**src/rtl/sqrt_pipe_pkg.sv**
```systemverilog
// Shared constants and types for the integer square-root pipeline family.
// SQRT_INVERSE_REM_CHECK_EN adds a remainder-error bit to the stage sideband.
package sqrt_pipe_pkg;

    localparam int unsigned SqrtBits   = 8;
    localparam int unsigned SqrtStages = SqrtBits;

    function automatic int unsigned calc_rw(int unsigned bits);
        return bits + 1;
    endfunction

    function automatic int unsigned calc_ow(int unsigned bits);
        return 2 * bits;
    endfunction

`ifdef SQRT_INVERSE_REM_CHECK_EN
    typedef struct packed {
        logic valid;
        logic err;
    } sideband_t;
`else
    typedef struct packed {
        logic valid;
    } sideband_t;
`endif

endpackage

```
**src/rtl/sqrt_inverse_stage.sv**
```systemverilog
// One conditional shift-add stage of the inverse square-root pipeline:
// adds (root << (K-1)) to the accumulator when root bit K-1 is set.
module sqrt_inverse_stage
    import sqrt_pipe_pkg::*;
#(
    parameter int unsigned BITS = SqrtBits,
    parameter int unsigned K    = 1,
    localparam int unsigned OW  = calc_ow(BITS)
) (
    input  logic            clk,
    input  logic            rst_n,
    input  logic            en_i,
    input  logic [OW:0]     acc_i,
    input  logic [BITS-1:0] r_i,
    input  sideband_t       sb_i,
    output logic [OW:0]     acc_o,
    output logic [BITS-1:0] r_o,
    output sideband_t       sb_o
);

    logic [OW:0]     addend;
    logic [OW:0]     acc_d;
    logic [OW:0]     acc_q;
    logic [BITS-1:0] r_q;
    sideband_t       sb_q;

    always_comb begin
        addend = '0;
        if (r_i[K-1]) begin
            addend = {{(OW + 1 - BITS){1'b0}}, r_i} << (K - 1);
        end
        acc_d = acc_i + addend;
    end

    always_ff @(posedge clk or negedge rst_n) begin
        if (!rst_n) begin
            acc_q <= '0;
            r_q   <= '0;
            sb_q  <= '0;
        end else if (en_i) begin
            acc_q <= acc_d;
            r_q   <= r_i;
            sb_q  <= sb_i;
        end
    end

    assign acc_o = acc_q;
    assign r_o   = r_q;
    assign sb_o  = sb_q;

endmodule

```
**src/rtl/sqrt_inverse_pipelined.sv**
```systemverilog
// Pipelined radicand reconstruction x = root*root + rem, one result per clock.
// Optional macro SQRT_INVERSE_REM_CHECK_EN flags rem > 2*root on out_rem_err_o.
module sqrt_inverse_pipelined
    import sqrt_pipe_pkg::*;
#(
    parameter int unsigned BITS = SqrtStages,
    localparam int unsigned UP  = BITS - 1,
    localparam int unsigned RW  = calc_rw(BITS),
    localparam int unsigned OW  = calc_ow(BITS)
) (
    input  logic          clk,
    input  logic          rst_n,
    input  logic          en_i,
    input  logic          in_valid_i,
    input  logic [UP:0]   root_i,
    input  logic [RW-1:0] rem_i,
    output logic          out_valid_o,
    output logic [OW-1:0] out_x_o,
    output logic          out_ovf_o,
    output logic          out_rem_err_o
);

    logic [OW:0] acc0_q;
    logic [UP:0] r0_q;
    sideband_t   sb0_d;
    sideband_t   sb0_q;

    // Index 0 is the capture stage, index k the output of shift-add stage k.
    logic [OW:0] acc_w [BITS+1];
    logic [UP:0] r_w   [BITS+1];
    sideband_t   sb_w  [BITS+1];

    always_comb begin
        sb0_d       = '0;
        sb0_d.valid = in_valid_i;
`ifdef SQRT_INVERSE_REM_CHECK_EN
        sb0_d.err   = {1'b0, rem_i} > {1'b0, root_i, 1'b0};
`endif
    end

    // Operands are captured every enabled cycle; only the valid bit qualifies them.
    always_ff @(posedge clk or negedge rst_n) begin
        if (!rst_n) begin
            acc0_q <= '0;
            r0_q   <= '0;
            sb0_q  <= '0;
        end else if (en_i) begin
            acc0_q <= {{(OW + 1 - RW){1'b0}}, rem_i};
            r0_q   <= root_i;
            sb0_q  <= sb0_d;
        end
    end

    assign acc_w[0] = acc0_q;
    assign r_w[0]   = r0_q;
    assign sb_w[0]  = sb0_q;

    for (genvar k = 1; k <= BITS; k++) begin : g_stage
        sqrt_inverse_stage #(
            .BITS (BITS),
            .K    (k)
        ) u_stage (
            .clk   (clk),
            .rst_n (rst_n),
            .en_i  (en_i),
            .acc_i (acc_w[k-1]),
            .r_i   (r_w[k-1]),
            .sb_i  (sb_w[k-1]),
            .acc_o (acc_w[k]),
            .r_o   (r_w[k]),
            .sb_o  (sb_w[k])
        );
    end

    assign out_valid_o = sb_w[BITS].valid;
    assign out_x_o     = acc_w[BITS][OW-1:0];
    assign out_ovf_o   = acc_w[BITS][OW];

`ifdef SQRT_INVERSE_REM_CHECK_EN
    assign out_rem_err_o = sb_w[BITS].err;
`else
    assign out_rem_err_o = 1'b0;
`endif

    // The final root copy is not needed at the output.
    logic unused_r;
    assign unused_r = ^r_w[BITS];

endmodule
```
**config.mk**
```make
export PLATFORM = sky130hd
export DESIGN_NAME = sqrt_inverse_pipelined
export DESIGN_NICKNAME = d
export VERILOG_FILES = /design/src/rtl/sqrt_pipe_pkg.sv /design/src/rtl/sqrt_inverse_stage.sv /design/src/rtl/sqrt_inverse_pipelined.sv
export SDC_FILE = /design/constraint.sdc
export NUM_CORES = 1
export LEC_CHECK = 0
export ABC_AREA = 1
export ABC_CLOCK_PERIOD_IN_PS = 2600
export BUFFER_PORTS_ARGS = -buffer_cell sky130_fd_sc_hd__buf_2
export CAP_MARGIN = 30
export CORE_ASPECT_RATIO = 1.1
export CORE_MARGIN = 3
export CORE_UTILIZATION = 60
export CTS_CLUSTER_SIZE = 10
export DETAILED_ROUTE_END_ITERATION = 16
export PLACE_DENSITY_LB_ADDON = 0.2
export RECOVER_POWER = 25
export SYNTH_ARGS = -nofsm -noshare
export SYNTH_HDL_FRONTEND = slang
export SYNTH_SLANG_ARGS = --single-unit
```
**constraint.sdc**
```tcl
create_clock -name clk -period 2.6 [get_ports clk]
set_clock_uncertainty 0.05 [all_clocks]
set_input_delay 0 -clock clk [delete_from_list [all_inputs] [get_ports clk]]
set_output_delay 0 -clock clk [all_outputs]
set_load 0.01 [all_outputs]
```
# --- Yosys cells after proc, flatten, opt, wreduce, memory -nomap -nowiden ---
# Index checks and enable logic that the tools add are counted.
word_totals:
  ff_bits: 218
  inputBits: 21
  output_inout_bits: 19
  word_cells: 42
op_classes:
  add_sub_neg: 8
  n_mux: 8
op_table:
  columns: ["op", "n"]
  rows:
  - ["adder 17 bit", 7]
  - ["adder 9 x 17 -> 17 bit", 1]
  - ["two-way mux 15 bit", 1]
  - ["two-way mux 14 bit", 1]
  - ["two-way mux 13 bit", 1]
  - ["two-way mux 12 bit", 1]
  - ["two-way mux 11 bit", 1]
  - ["two-way mux 10 bit", 1]
  - ["two-way mux 9 bit", 1]
  - ["two-way mux 8 bit", 1]

# --- Longest topological paths before layout ---
# Gate-level depths: netlist of run 1.
logic_depth:
  word_depth: 2
  ltp_mapped: 14
  depth_no_buf: 13

# --- Cells and area by module ---
# Synthesis of run 1 repeated with hierarchy kept, for this count alone.
unflattened:
  cells_unflattened: 1916
  hier_area_um2: 13477.9
modules_own_cells:
  columns: ["module", "instances", "cells_per_inst", "area_per_inst_um2", "seq_area_each_um2"]
  rows:
  - ["sqrt_inverse_stage (g_stage[3].u_stage)", 1, 250, 1709.1, 650.6]
  - ["sqrt_inverse_stage (g_stage[1].u_stage)", 1, 250, 1692.9, 650.6]
  - ["sqrt_inverse_stage (g_stage[2].u_stage)", 1, 247, 1667.8, 650.6]
  - ["sqrt_inverse_stage (g_stage[4].u_stage)", 1, 235, 1597.8, 650.6]
  - ["sqrt_inverse_stage (g_stage[5].u_stage)", 1, 228, 1586.5, 650.6]
  - ["sqrt_inverse_stage (g_stage[6].u_stage)", 1, 223, 1564.0, 650.6]
  - ["sqrt_inverse_stage (g_stage[7].u_stage)", 1, 212, 1492.7, 650.6]
  - ["sqrt_inverse_stage (g_stage[8].u_stage)", 1, 193, 1445.1, 650.6]
  - ["sqrt_inverse_pipelined", 1, 78, 721.9, 450.4]

# --- Least setup slack after synthesis of run 1 ---
# No wires, ideal clock.
synth_timing:
  path_kind: "register -> register"
  start: "register g_stage[1].u_stage.r_q[1]"
  end: "register g_stage[2].u_stage.acc_q[9]"
  setup_time_ns: 0.117
  arrival_time_ns: 1.740
  t_required_ns: 2.433
  setup_slack_ns: 0.692
  path_stages_with_launch: 15
  n_path_buf: 1
  period_less_slack_ns: 1.908
  path_cell_list: "dfrtp_1 > clkbuf_1 > nand2_1 > inv_1 > ha_1 > inv_1 > fa_1 > inv_1 > nand2_1 > nand2_1 > nand3_1 > nand2_1 > nand2_1 > nand3_1 > nand2_1"
synth_between:
  elab_chain_len: 2
synth_lines:
  columns: ["item", "line_no", "text"]
  rows:
  - ["start, declared", "sqrt_inverse_stage.sv:24", "logic [BITS-1:0] r_q;"]
  - ["start signal, assigned", "sqrt_inverse_stage.sv:42", "r_q <= r_i;"]
  - ["two-way mux 9 bit", "sqrt_inverse_stage.sv:29", "if (r_i[K-1]) begin"]
  - ["adder 17 bit", "sqrt_inverse_stage.sv:32", "acc_d = acc_i + addend;"]
  - ["end signal, assigned", "sqrt_inverse_stage.sv:37", "acc_q <= '0;"]
  - ["end signal, assigned", "sqrt_inverse_stage.sv:41", "acc_q <= acc_d;"]
  - ["end, declared", "sqrt_inverse_stage.sv:23", "logic [OW:0] acc_q;"]
# No other way between the ends.
# A chain may end at the register's enable or synchronous reset.

# --- Worst setup path in the final report of run 1 ---
# Ends and elaborated chain as after synthesis.

==> results of run 1 <==
## power by group through the flow
stage / Clock [mW] / Combinational (mW) / Sequential (mW)
floorplan: 0 / 1.78 / 3.90
global placement: 0 / 2.14 / 4.07
detailed placement: 0 / 2.19 / 4.09
CTS: 2.59 / 2.26 / 4.04
global route: 2.72 / 2.61 / 4.12
finish: 2.56 / 2.25 / 4.04
## metrics by stage
step                      instances  power, mW  utilization [%]
final                          1762      8.851            69.04
after global routing           1762      9.442            69.04
after detailed placement       1696      6.277            63.77
after CTS                      1762      8.899            69.10
after global placement         1696      6.212            63.77
after floorplan                1483      5.683                -
## registers in the layout, indices dropped and copies added (netlist names)
| register | flops |
|---|---|
| g_stage.u_stage.acc_o | 108 |
| g_stage.u_stage.r_o | 56 |
| acc0_q | 9 |
| g_stage.u_stage.sb_o | 8 |
| sb0_q | 1 |
| r0_q | 8 |
## cells by family (layout without fill, tap and decap cells)
| group | Yosys count | after routing |
|---|---|---|
| buf+inv | 241 | 286 |
| other cells | 1 | 1 |
| xor+xnor | 8 | 8 |
| fa+ha+maj | 72 | 72 |
| simple gates | 886 | 886 |
| compound gates | 85 | 85 |
| flops | 190 | 190 |
## per-layer routing
metal  global-route usage (%)  vias to the layer above  wire length [µm]
met4                    8.951                        0               510
met5                        0                        -                 0
met3                    3.459                       42               514
met1                    29.51                     4165              9901
li1                         -                     4593                 -
met2                    42.80                      137             11650
## worst min-delay path, delay by kind of cell
kind                   cells  cell delay, ps
buffers and inverters      2             610
and+or+nand+nor            2             100
## cells in the final DEF (no fill, tap or decap), types with 5 or more instances in the layout
| cell | synthesis | layout |
|---|---|---|
| sky130_fd_sc_hd__nand2_1 | 714 | 714 |
| sky130_fd_sc_hd__or2_1 | 12 | 12 |
| sky130_fd_sc_hd__fa_1 | 8 | 8 |
| sky130_fd_sc_hd__nand3b_1 | 21 | 21 |
| sky130_fd_sc_hd__xor2_1 | 5 | 5 |
| sky130_fd_sc_hd__inv_1 | 174 | 174 |
| sky130_fd_sc_hd__o21ai_0 | 33 | 33 |
| sky130_fd_sc_hd__ha_1 | 64 | 64 |
| sky130_fd_sc_hd__o22ai_1 | 6 | 6 |
| sky130_fd_sc_hd__a21oi_1 | 39 | 39 |
| sky130_fd_sc_hd__nor2_1 | 49 | 49 |
| sky130_fd_sc_hd__dlygate4sd3_1 | 0 | 34 |
| sky130_fd_sc_hd__o21ai_1 | 7 | 7 |
| sky130_fd_sc_hd__buf_12 | 0 | 5 |
| sky130_fd_sc_hd__buf_2 | 29 | 33 |
| sky130_fd_sc_hd__nand3_1 | 77 | 77 |
| sky130_fd_sc_hd__clkbuf_16 | 0 | 17 |
| sky130_fd_sc_hd__nor3_1 | 8 | 8 |
| sky130_fd_sc_hd__dfrtp_1 | 190 | 190 |
## area by class of cell
class                           instances  area (µm²)  share of cell area (%)
Multi-Input combinational cell       1052        5021                   41.97
Sequential cell                       190        4755                   39.74
Inverter                              175       661.9                   5.532
Timing Repair Buffer                   79       650.6                   5.438
Clock buffer                           19       452.9                   3.786
Tap cell                              234       292.8                   2.447
Clock inverter                         13       130.1                   1.088
## path summary, 6_finish.rpt
kind / start / end / slack [ps]
worst max-delay path: g_stage[1].u_stage.r_o[1] / g_stage[2].u_stage.acc_o[9] / 550
min in group asynchronous: rst_n / g_stage[8].u_stage.acc_o[10] / 370
worst min register to register: g_stage[5].u_stage.acc_o[0] / g_stage[5].u_stage.acc_o[0] / 420
worst min-delay path: root_i[1] / r0_q[1] / 250
worst max register to register: g_stage[1].u_stage.r_o[1] / g_stage[2].u_stage.acc_o[9] / 550
max in group asynchronous: rst_n / g_stage[5].u_stage.acc_o[6] / 1160
==> run_results.csv, run 1 <==
group,metric,value,unit
place,post-dp-hpwl,15.43,mm
worst_setup_path,worstSetupPathDepth,13,
worst_setup_path,crit_type,"reg2reg",
grt,globalRoute.totalOverflow,0,
cts,cts.repair.resized,0,
cells_and_area,final_net_count,1608,
timing,maxClockFrequency,488.9,MHz
die,placement_rows,50,
logic_synthesis,ys_warn_count,0,
timing,setup_ws,554.6,ps
logic_synthesis,synth_fa_ha_area_share,8.898,%
min_path,hold_depth,4,
cells_and_area,layout-drive-gt1-share,4.974,%
worst_setup_path,crit_slowest_cell,"sky130_fd_sc_hd__dfrtp_1",
die,core,0.01733,mm²
logic_synthesis,postSynth.asyncResetShare,100.0,%
cells_and_area,syn2layout_area_growth,10.79,%
timing,timing.final.crit_period,2045,ps
die,die_x,133.9,µm
logic_synthesis,postSynthCellCount,1483,
logic_synthesis,post_synth_num_cell_types,23,
logic_synthesis,post_synthesis_share_of_cell_area_spent_on_and_or_nand_and_nor_gates,32.90,%
worst_setup_path,cp.buffers_inverters,3,
worst_setup_path,timing.critical_path.cells,"nand2_1 -> inv_1 -> ha_1 -> inv_1 -> fa_1 -> inv_1 -> nand2_1 -> nand2_1 -> nand3_1 -> nand2_1 -> nand2_1 -> nand3_1 -> nand2_1",
logic_synthesis,average_cell_area_after_synthesis,7.282,µm²
die,die_y,146.7,µm
die,total_die_area,0.01965,mm²
power,power.switching,2.980,mW
timing,hold_slack,254.0,ps
logic_synthesis,net_count_after_synthesis,1576,
power,internal-power,5.871,mW
worst_setup_path,cp.required,2880,ps
power,cellLeakagePower,7.122,nW
timing,timing_max_transition_violations_final,0,
detailed_routing,first_pass_drt_iterations,5,
min_path,min-delay-path-class,"in2reg",
timing,worst-slew-pin-transition,1336,ps
logic_synthesis,netlist.area_leader.share,44.03,%
grt,grt_antenna_before_repair,0,
cts,cts-htree-levels,4,
logic_synthesis,netlist.top_cell.by_area,"sky130_fd_sc_hd__dfrtp_1",
power,power.switching_fraction,33.66,%
detailed_routing,remaining_drc_errors,0,
cts,tritoncts,"built",
logic_synthesis,syn_area,0.01080,mm²
cts,cts_buffers,17,
cts,cts.clk_slew.worst_paths,70,ps
worst_setup_path,worst_path_most_repeated_cell,"sky130_fd_sc_hd__nand2_1",
cts,cts-hold-fix-buffers,34,
worst_setup_path,path_delay_family,"simple AND/OR/NAND/NOR gates",
timing,timing.final.hold_violations,0,
logic_synthesis,number_of_register_bits_inferred_by_synthesis,190,
detailed_routing,drt_first_iter_violations,618,
timing,setup_viol,0,
cts,clock_tree.root_cell,"sky130_fd_sc_hd__clkbuf_16",
power,pwr-share-clk,28.9,%
cts,worst_skew_pair.late_latency,440,ps
power,power.share.combinational,25.4,%
grt,grt_first_pass_wirelength,38.91,mm
worst_setup_path,max_stage_delay,500,ps
timing,final_min_period_over_clock_period,78.67,%
logic_synthesis,synth-xor-area-share,0.6488,%
die,start_util,62.32,%
timing,final.setup.tns,0,ps
worst_setup_path,reg2regPathDepth,13,
grt,first_global_vias,8572,
place,placement.io_buffers,38,
die,top_level_pins,40,
worst_setup_path,crit_path_max_fanout,9,
logic_synthesis,compound_gate_portion_of_the_synthesized_area,4.009,%
cts,cts_setup_buffers,0,
logic_synthesis,synth_top_family_by_area,"simple AND/OR/NAND/NOR gates",
cells_and_area,antenna_diode_count,0,
cells_and_area,layout.filler_cells,1462,
place,globalplace.congestion,0.9138,
detailed_routing,antenna_left,0,
run_status,status,"finished, final reports clean",
worst_setup_path,startpoint_type,"flip-flop",
logic_synthesis,synth_sequential_area_ratio,44.03,%
logic_synthesis,synth_area_leaders,"sky130_fd_sc_hd__dfrtp_1 (44%), sky130_fd_sc_hd__nand2_1 (25%), sky130_fd_sc_hd__ha_1 (7.4%)",
power,fraction_of_power_consumed_by_sequential_logic,45.7,%
cts,clk_path_buf_depth,2,
logic_synthesis,postSynth.topFlopCell,"sky130_fd_sc_hd__dfrtp_1",
power,power_density_cells,739.8,mW/mm²
timing,unrepaired_setup_endpoints_after_global_routing,"no",
power,vdd_ir_max,537.8,µV
logic_synthesis,count_of_flip_flops_with_a_built_in_enable_after_synthesis,0,
logic_synthesis,synth.most_common_cell,"sky130_fd_sc_hd__nand2_1",
cells_and_area,design_area,0.01196,mm²
detailed_routing,totalWireLength,22.58,mm
place,dp_slack,594.1,ps
grt,pin_count_of_the_biggest_net_entering_global_routing,184,
worst_setup_path,worst-endpoint-arrival,2320,ps
place,postPlaceCellArea,0.01105,mm²
flow_run,count_of_maximum_capacitance_violations,0,
cts,tritoncts_num_sinks,190,
detailed_routing,wire_per_inst,12.81,µm
grt,groute.usage.overall,23.98,%
detailed_routing,route.vias.total,8937,
timing,worst_relative_slew_slack,10.91,%
detailed_routing,number_of_vias_per_cell_after_detailed_routing,5.072,
logic_synthesis,synth_top_cells_by_count,"sky130_fd_sc_hd__nand2_1 (714), sky130_fd_sc_hd__dfrtp_1 (190), sky130_fd_sc_hd__inv_1 (174)",
worst_setup_path,cp-end-kind,"flip-flop",
logic_synthesis,post_synth_mux_area_share,0,%
(Power assumes the default switching activity.)
==> run 2: changes to the inputs <==
--- a/config.mk
+++ b/config.mk
@@ -6,7 +6,7 @@
 export NUM_CORES = 1
 export LEC_CHECK = 0
 export ABC_AREA = 1
-export ABC_CLOCK_PERIOD_IN_PS = 2600
+export ABC_CLOCK_PERIOD_IN_PS = 2100
 export BUFFER_PORTS_ARGS = -buffer_cell sky130_fd_sc_hd__buf_2
 export CAP_MARGIN = 30
 export CORE_ASPECT_RATIO = 1.1
==> constraint.sdc (replaced) <==
create_clock -name clk -period 2.1 [get_ports clk]
set_clock_uncertainty 0.05 [all_clocks]
set_input_delay 0 -clock clk [delete_from_list [all_inputs] [get_ports clk]]
set_output_delay 0 -clock clk [all_outputs]
set_load 0.01 [all_outputs]
==> run 2 against run 1 <==
The run now ends with hold timing, capacitance limit, slew limit left; worst hold slack worse by 250 ps; via count is essentially flat; clock-buffer cell count shrank 1; critical path depth decreased by 3; cell count about the same; largest power group unchanged.
==> run_results.csv, run 2 (synthesis results as in run 1) <==
group,metric,value,unit
cells_and_area,number_of_flip_flops_under_the_largest_register_name,108,
cells_and_area,layout-drive-gt1-share,5.886,%
die,core,0.01733,mm²
flow_run,count_of_maximum_capacitance_violations,1,
die,die_y,146.7,µm
grt,first_global_vias,8913,
timing,hold_slack,-0.1488,ps
cells_and_area,mostFrequentLayoutCell,"sky130_fd_sc_hd__nand2_1",
cells_and_area,layout_common_cells,"sky130_fd_sc_hd__nand2_1 (712), sky130_fd_sc_hd__dfrtp_1 (189), sky130_fd_sc_hd__inv_1 (174)",
detailed_routing,route.vias.total,8939,
power,finalPower,11.09,mW
timing,timing.final.hold_violations,1,
cts,worst_skew_pair.late_latency,440,ps
grt,pin_count_of_the_biggest_net_entering_global_routing,184,
detailed_routing,remaining_drc_errors,0,
timing,final_min_period_over_clock_period,90.96,%
cts,cts_setup_buffers,0,
cts,cts.clk_slew.worst_paths,80,ps
cells_and_area,syn2layout_area_growth,10.83,%
grt,grt_util_met2,44.34,%
timing,worst-slew-pin-transition,1571,ps
detailed_routing,totalWireLength,22.21,mm
run_status,violations_in_the_final_reports,"hold timing, capacitance limit, slew limit",
timing,timing_max_transition_violations_final,61,
die,top_level_pins,40,
die,start_util,62.32,%
timing,worst_relative_slew_slack,-4.739,%
worst_setup_path,timing.reg2reg.setup_slack,190,ps
cts,clk_path_buf_depth,2,
worst_setup_path,startpoint_type,"flip-flop",
cts,cts-htree-levels,4,
grt,groute.usage.overall,24.18,%
detailed_routing,first_pass_drt_iterations,5,
timing,setup_viol,0,
timing,maxClockFrequency,523.5,MHz
cells_and_area,final_net_count,1609,
grt,grt_use_met1,29.62,%
worst_setup_path,crit_slowest_cell,"sky130_fd_sc_hd__dfrtp_2",
timing,final.setup.tns,0,ps
place,placement.io_buffers,38,
grt,grt_antenna_before_repair,0,
grt,groute.layer.met3.usage,4.247,%
worst_setup_path,max_stage_delay,490,ps
place,globalplace.congestion,0.8646,
cells_and_area,antenna_diode_count,0,
worst_setup_path,timing.critical_path.cells,"nand2_1 -> inv_1 -> ha_1 -> nand2_1 -> inv_1 -> a21oi_1 -> nand2_1 -> nand2_1 -> nand3_1 -> nand2_1",
die,die_x,133.9,µm
timing,timing.final.crit_period,1910,ps
detailed_routing,wire_per_inst,12.60,µm
detailed_routing,number_of_vias_per_cell_after_detailed_routing,5.070,
place,post-dp-hpwl,15.15,mm
power,cellLeakagePower,7.140,nW
cts,tritoncts_num_sinks,190,
grt,globalRoute.totalOverflow,0,
power,power_density_cells,926.5,mW/mm²
min_path,hold_depth,4,
cts,tritoncts,"built",
grt,grt_first_pass_wirelength,39.54,mm
cts,clock_tree.root_cell,"sky130_fd_sc_hd__clkbuf_16",
die,total_die_area,0.01965,mm²
worst_setup_path,worst-endpoint-arrival,2240,ps
worst_setup_path,crit_path_max_fanout,10,
min_path,min-delay-path-class,"in2reg",
detailed_routing,drt_first_iter_violations,581,
worst_setup_path,reg2regPathDepth,10,
worst_setup_path,crit_type,"reg2reg",
die,placement_rows,50,
worst_setup_path,cp.required,2430,ps
worst_setup_path,worst_path_most_repeated_cell,"sky130_fd_sc_hd__nand2_1",
power,vdd_ir_max,603.5,µV
worst_setup_path,cp-end-kind,"flip-flop",
run_status,status,"complete, but fails checks",
detailed_routing,antenna_left,0,
cts,cts_buffers,17,
grt,globalRoute.busiestLayer,"met2",
timing,unrepaired_setup_endpoints_after_global_routing,"no",
[run 2: cell types whose count changed in the layout (fill, tap and decap cells not counted), sizes merged]
| cell | change |
|---|---|
| buf | +11 |
| dlygate4sd3 | -8 |
| clkbuf | -3 |
| clkinv | -2 |
| inv | +2 |
| bufinv | +1 |
[run 2: worst paths after layout]
kind / start / endpoint
max: r0_q[0] / g_stage[1].u_stage.acc_o[7]
min: en_i / r0_q[0]
max reg2reg: r0_q[0] / g_stage[1].u_stage.acc_o[7]
min reg2reg: g_stage[7].u_stage.sb_o / g_stage[7].u_stage.sb_o
max in group asynchronous: rst_n / r0_q[0]
min in group asynchronous: rst_n / g_stage[8].u_stage.acc_o[14]
[run 2: power by group]
part	internal, mW	switching [mW]	leakage [nW]
registers	4.42	0.511	2.42
logic	1.12	1.69	4.42
clock network	1.83	1.51	0.299
total	7.38	3.71	7.14
[run 2: worst max-delay path: cells and delay by family (launching register included)]
family,cells,cell delay (ps)
buf+inv,2,90
flops,1,490
compound gates,1,240
simple gates,6,640
fa+ha+maj,1,350
[run 2: layout make-up]
cell class	count	area (µm²)
repair buffers	80	623.1
clock buffers	18	439.2
fillers	1433	5360
multi-input cells	1052	5026
clock inverters	14	170.2
flip-flops and latches	190	4756
well taps	234	292.8
inverters	175	661.9
[run 2: per-stage QoR]
| step | cell area, µm² | cells | setup slack (ps) | hold slack, ps | util, % |
|---|---|---|---|---|---|
| after floorplan | 10800 | 1483 | 192.2 | -345.6 | - |
| after global placement | 11120 | 1705 | 248.5 | -30.55 | 64.16 |
| after detailed placement | 11120 | 1705 | 195.1 | -25.64 | 64.16 |
| after CTS | 11990 | 1763 | 180.8 | 0.02870 | 69.18 |
| after global routing | 11970 | 1763 | 11.85 | 38.14 | 69.07 |
| final | 11970 | 1763 | 189.9 | -0.1488 | 69.07 |
[run 2: what timing repair did]
item | 4_1_cts | 5_1_grt
hold buffers | 26 | 0
gates resized for setup | 0 | 3
setup endpoints to repair | 0 | 4
endpoints found under the hold margin | 181 | 0
[run 2: metal layers]
| metal | vias up | share of wire, % | wire, µm |
|---|---|---|---|
| li1 | 4595 | - | - |
| met1 | 4196 | 44 | 9713 |
| met2 | 117 | 52 | 11650 |
| met5 | - | 0 | 0 |
| met3 | 31 | 2.4 | 541 |
| met4 | 0 | 1.3 | 298 |
==> run 3: changes to the inputs <==
==> constraint.sdc (replaced) <==
create_clock -name clk -period 2.1 [get_ports clk]
set_clock_uncertainty 0.05 [all_clocks]
set_input_delay 0.105 -clock clk [delete_from_list [all_inputs] [get_ports clk]]
set_output_delay 0.105 -clock clk [all_outputs]
set_load 0.01 [all_outputs]
==> run 3 against run 2 <==
The run ends with capacitance limit, slew limit left; non-clock buffer count decreased by 3; design area shrank 0.44%; combinational power about the same; clock power decreased by 3%; largest power group unchanged.
==> run_results.csv, run 3 (synthesis results as in run 1) <==
group,metric,value,unit
detailed_routing,route.vias.total,8983,
worst_setup_path,cp.required,2360,ps
cts,cts-htree-levels,4,
timing,timing.final.hold_violations,0,
timing,worst_relative_slew_slack,-6.857,%
timing,setup_viol,0,
cts,worst_skew_pair.late_latency,430,ps
detailed_routing,wire_per_inst,12.39,µm
cells_and_area,syn2layout_area_growth,10.35,%
grt,grt_first_pass_wirelength,38.43,mm
cells_and_area,layout.filler_cells,1468,
worst_setup_path,cp-startpoint,"g_stage[5].u_stage.r_o[5]",
timing,maxClockFrequency,528.8,MHz
cells_and_area,mostFrequentLayoutCell,"sky130_fd_sc_hd__nand2_1",
detailed_routing,number_of_vias_per_cell_after_detailed_routing,5.104,
timing,worst-slew-pin-transition,1603,ps
detailed_routing,drt_first_iter_violations,474,
cts,tritoncts,"built",
die,start_util,62.32,%
run_status,violations_in_the_final_reports,"capacitance limit, slew limit",
cts,clock_tree.root_cell,"sky130_fd_sc_hd__clkbuf_16",
detailed_routing,remaining_drc_errors,0,
timing,final_min_period_over_clock_period,90.05,%
run_status,status,"complete, but fails checks",
worst_setup_path,startpoint_type,"flip-flop",
place,placement.io_buffers,38,
power,cellLeakagePower,7.127,nW
grt,groute.usage.overall,23.29,%
cells_and_area,layout-drive-gt1-share,5.767,%
grt,first_global_vias,8742,
min_path,worstHoldStart,"rem_i[6]",
cells_and_area,finalNonFillerCells,1760,
place,globalplace.congestion,0.8711,
place,post-dp-hpwl,15.12,mm
detailed_routing,first_pass_drt_iterations,5,
die,core,0.01733,mm²
worst_setup_path,crit_type,"reg2reg",
die,total_die_area,0.01965,mm²
die,placement_rows,50,
grt,globalRoute.totalOverflow,0,
detailed_routing,antenna_left,0,
cts,cts.repair.resized,0,
cts,cts_buffers,17,
detailed_routing,totalWireLength,21.80,mm
worst_setup_path,worst-endpoint-arrival,2160,ps
cells_and_area,antenna_diode_count,0,
worst_setup_path,crit_path_max_fanout,5,
cells_and_area,final_net_count,1606,
worst_setup_path,cp-end-kind,"flip-flop",
cts,clk_path_buf_depth,2,
flow_run,count_of_maximum_capacitance_violations,1,
timing,unrepaired_setup_endpoints_after_global_routing,"no",
cells_and_area,register_area,0.004755,mm²
place,dp.cells,1708,
grt,grt_antenna_before_repair,0,
cts,cts.clk_slew.worst_paths,70,ps
power,vdd_ir_max,612.5,µV
cells_and_area,post-route-util,68.77,%
timing,final.setup.tns,0,ps
timing,timing.final.crit_period,1891,ps
die,die_y,146.7,µm
worst_setup_path,reg2reg_from,"g_stage[5].u_stage.r_o[5]",
die,die_x,133.9,µm
die,top_level_pins,40,
grt,pin_count_of_the_biggest_net_entering_global_routing,184,
cells_and_area,multi_input_gate_area,0.005021,mm²
cells_and_area,layout_common_cells,"sky130_fd_sc_hd__nand2_1 (714), sky130_fd_sc_hd__dfrtp_1 (190), sky130_fd_sc_hd__inv_1 (174)",
cts,tritoncts_num_sinks,190,
power,power_density_cells,921.5,mW/mm²
min_path,min-delay-path-class,"in2reg",
timing,timing_max_transition_violations_final,72,
cells_and_area,number_of_flip_flops_under_the_largest_register_name,108,
## run 3: cell types whose count changed in the layout (fill, tap and decap cells not counted), sizes merged
| cell | change |
|---|---|
| clkinv | -1 |
| clkbuf | +1 |
| dlygate4sd3 | -6 |
| clkinvlp | -1 |
| buf | +5 |
| inv | -1 |
## run 3: per-layer routing
| metal | global-route usage (%) | share of wire (%) | wire, µm | vias up |
|---|---|---|---|---|
| met1 | 29.06 | 44 | 9487 | 4194 |
| li1 | - | - | - | 4584 |
| met3 | 3.185 | 2.6 | 559 | 59 |
| met5 | 0 | 0 | 0 | - |
| met2 | 40.80 | 51 | 11100 | 146 |
| met4 | 9.619 | 3.0 | 657 | 0 |
## run 3: worst paths after layout
kind | end | slack, ps | depth (start not counted)
min in group asynchronous | g_stage[8].u_stage.acc_o[12] | 610 | 2
worst max register to register | g_stage[6].u_stage.acc_o[13] | 210 | 13
worst min register to register | g_stage[6].u_stage.acc_o[1] | 430 | 2
worst max-delay path | g_stage[6].u_stage.acc_o[13] | 210 | 13
worst min-delay path | acc0_q[6] | 350 | 4
max in group asynchronous | g_stage[3].u_stage.sb_o | 350 | 3
## run 3: power breakdown
group          internal, mW  total (mW)  switching, mW
sequential             4.43        4.95          0.528
clock                  1.81        3.23           1.42
combinational          1.12        2.80           1.68
total                  7.35        11.0           3.63
## run 3: repair_timing
action,in CTS,in global routing
endpoints found under the hold margin,102,0
hold buffers,20,0
setup buffers,0,0
## run 3: area by class of cell
class,instances,share of cell area [%]
multi-input cells,1052,42.14
well taps,234,2.457
inverters,175,5.554
clock buffers,21,3.780
repair buffers,77,5.082
clock inverters,11,1.092
flip-flops and latches,190,39.90
## run 3: worst max-delay path: stages (launching register included)
cell and delay (ps):
sky130_fd_sc_hd__dfrtp_1 410, sky130_fd_sc_hd__nand2_1 70, sky130_fd_sc_hd__inv_1 60, sky130_fd_sc_hd__ha_1 160
sky130_fd_sc_hd__inv_1 60, sky130_fd_sc_hd__fa_1 350, sky130_fd_sc_hd__inv_1 90, sky130_fd_sc_hd__nand2_1 70
sky130_fd_sc_hd__nand2_1 100, sky130_fd_sc_hd__nand3_1 110, sky130_fd_sc_hd__nand2_1 90, sky130_fd_sc_hd__nand2_1 50
sky130_fd_sc_hd__nand3_1 60, sky130_fd_sc_hd__nand2_1 60
## run 3: stage by stage
stage	hold WS (ps)	setup slack [ps]	cell area, µm²	total power, mW
5_1_grt	354.5	4.122	11920	11.73
3_3_place_gp	105.5	257.3	11150	7.689
4_1_cts	215.3	214.4	11930	11.06
6_report	347.0	209.0	11920	10.98
2_1_floorplan	-240.6	192.2	10800	7.036
3_5_place_dp	111.0	235.3	11150	7.780
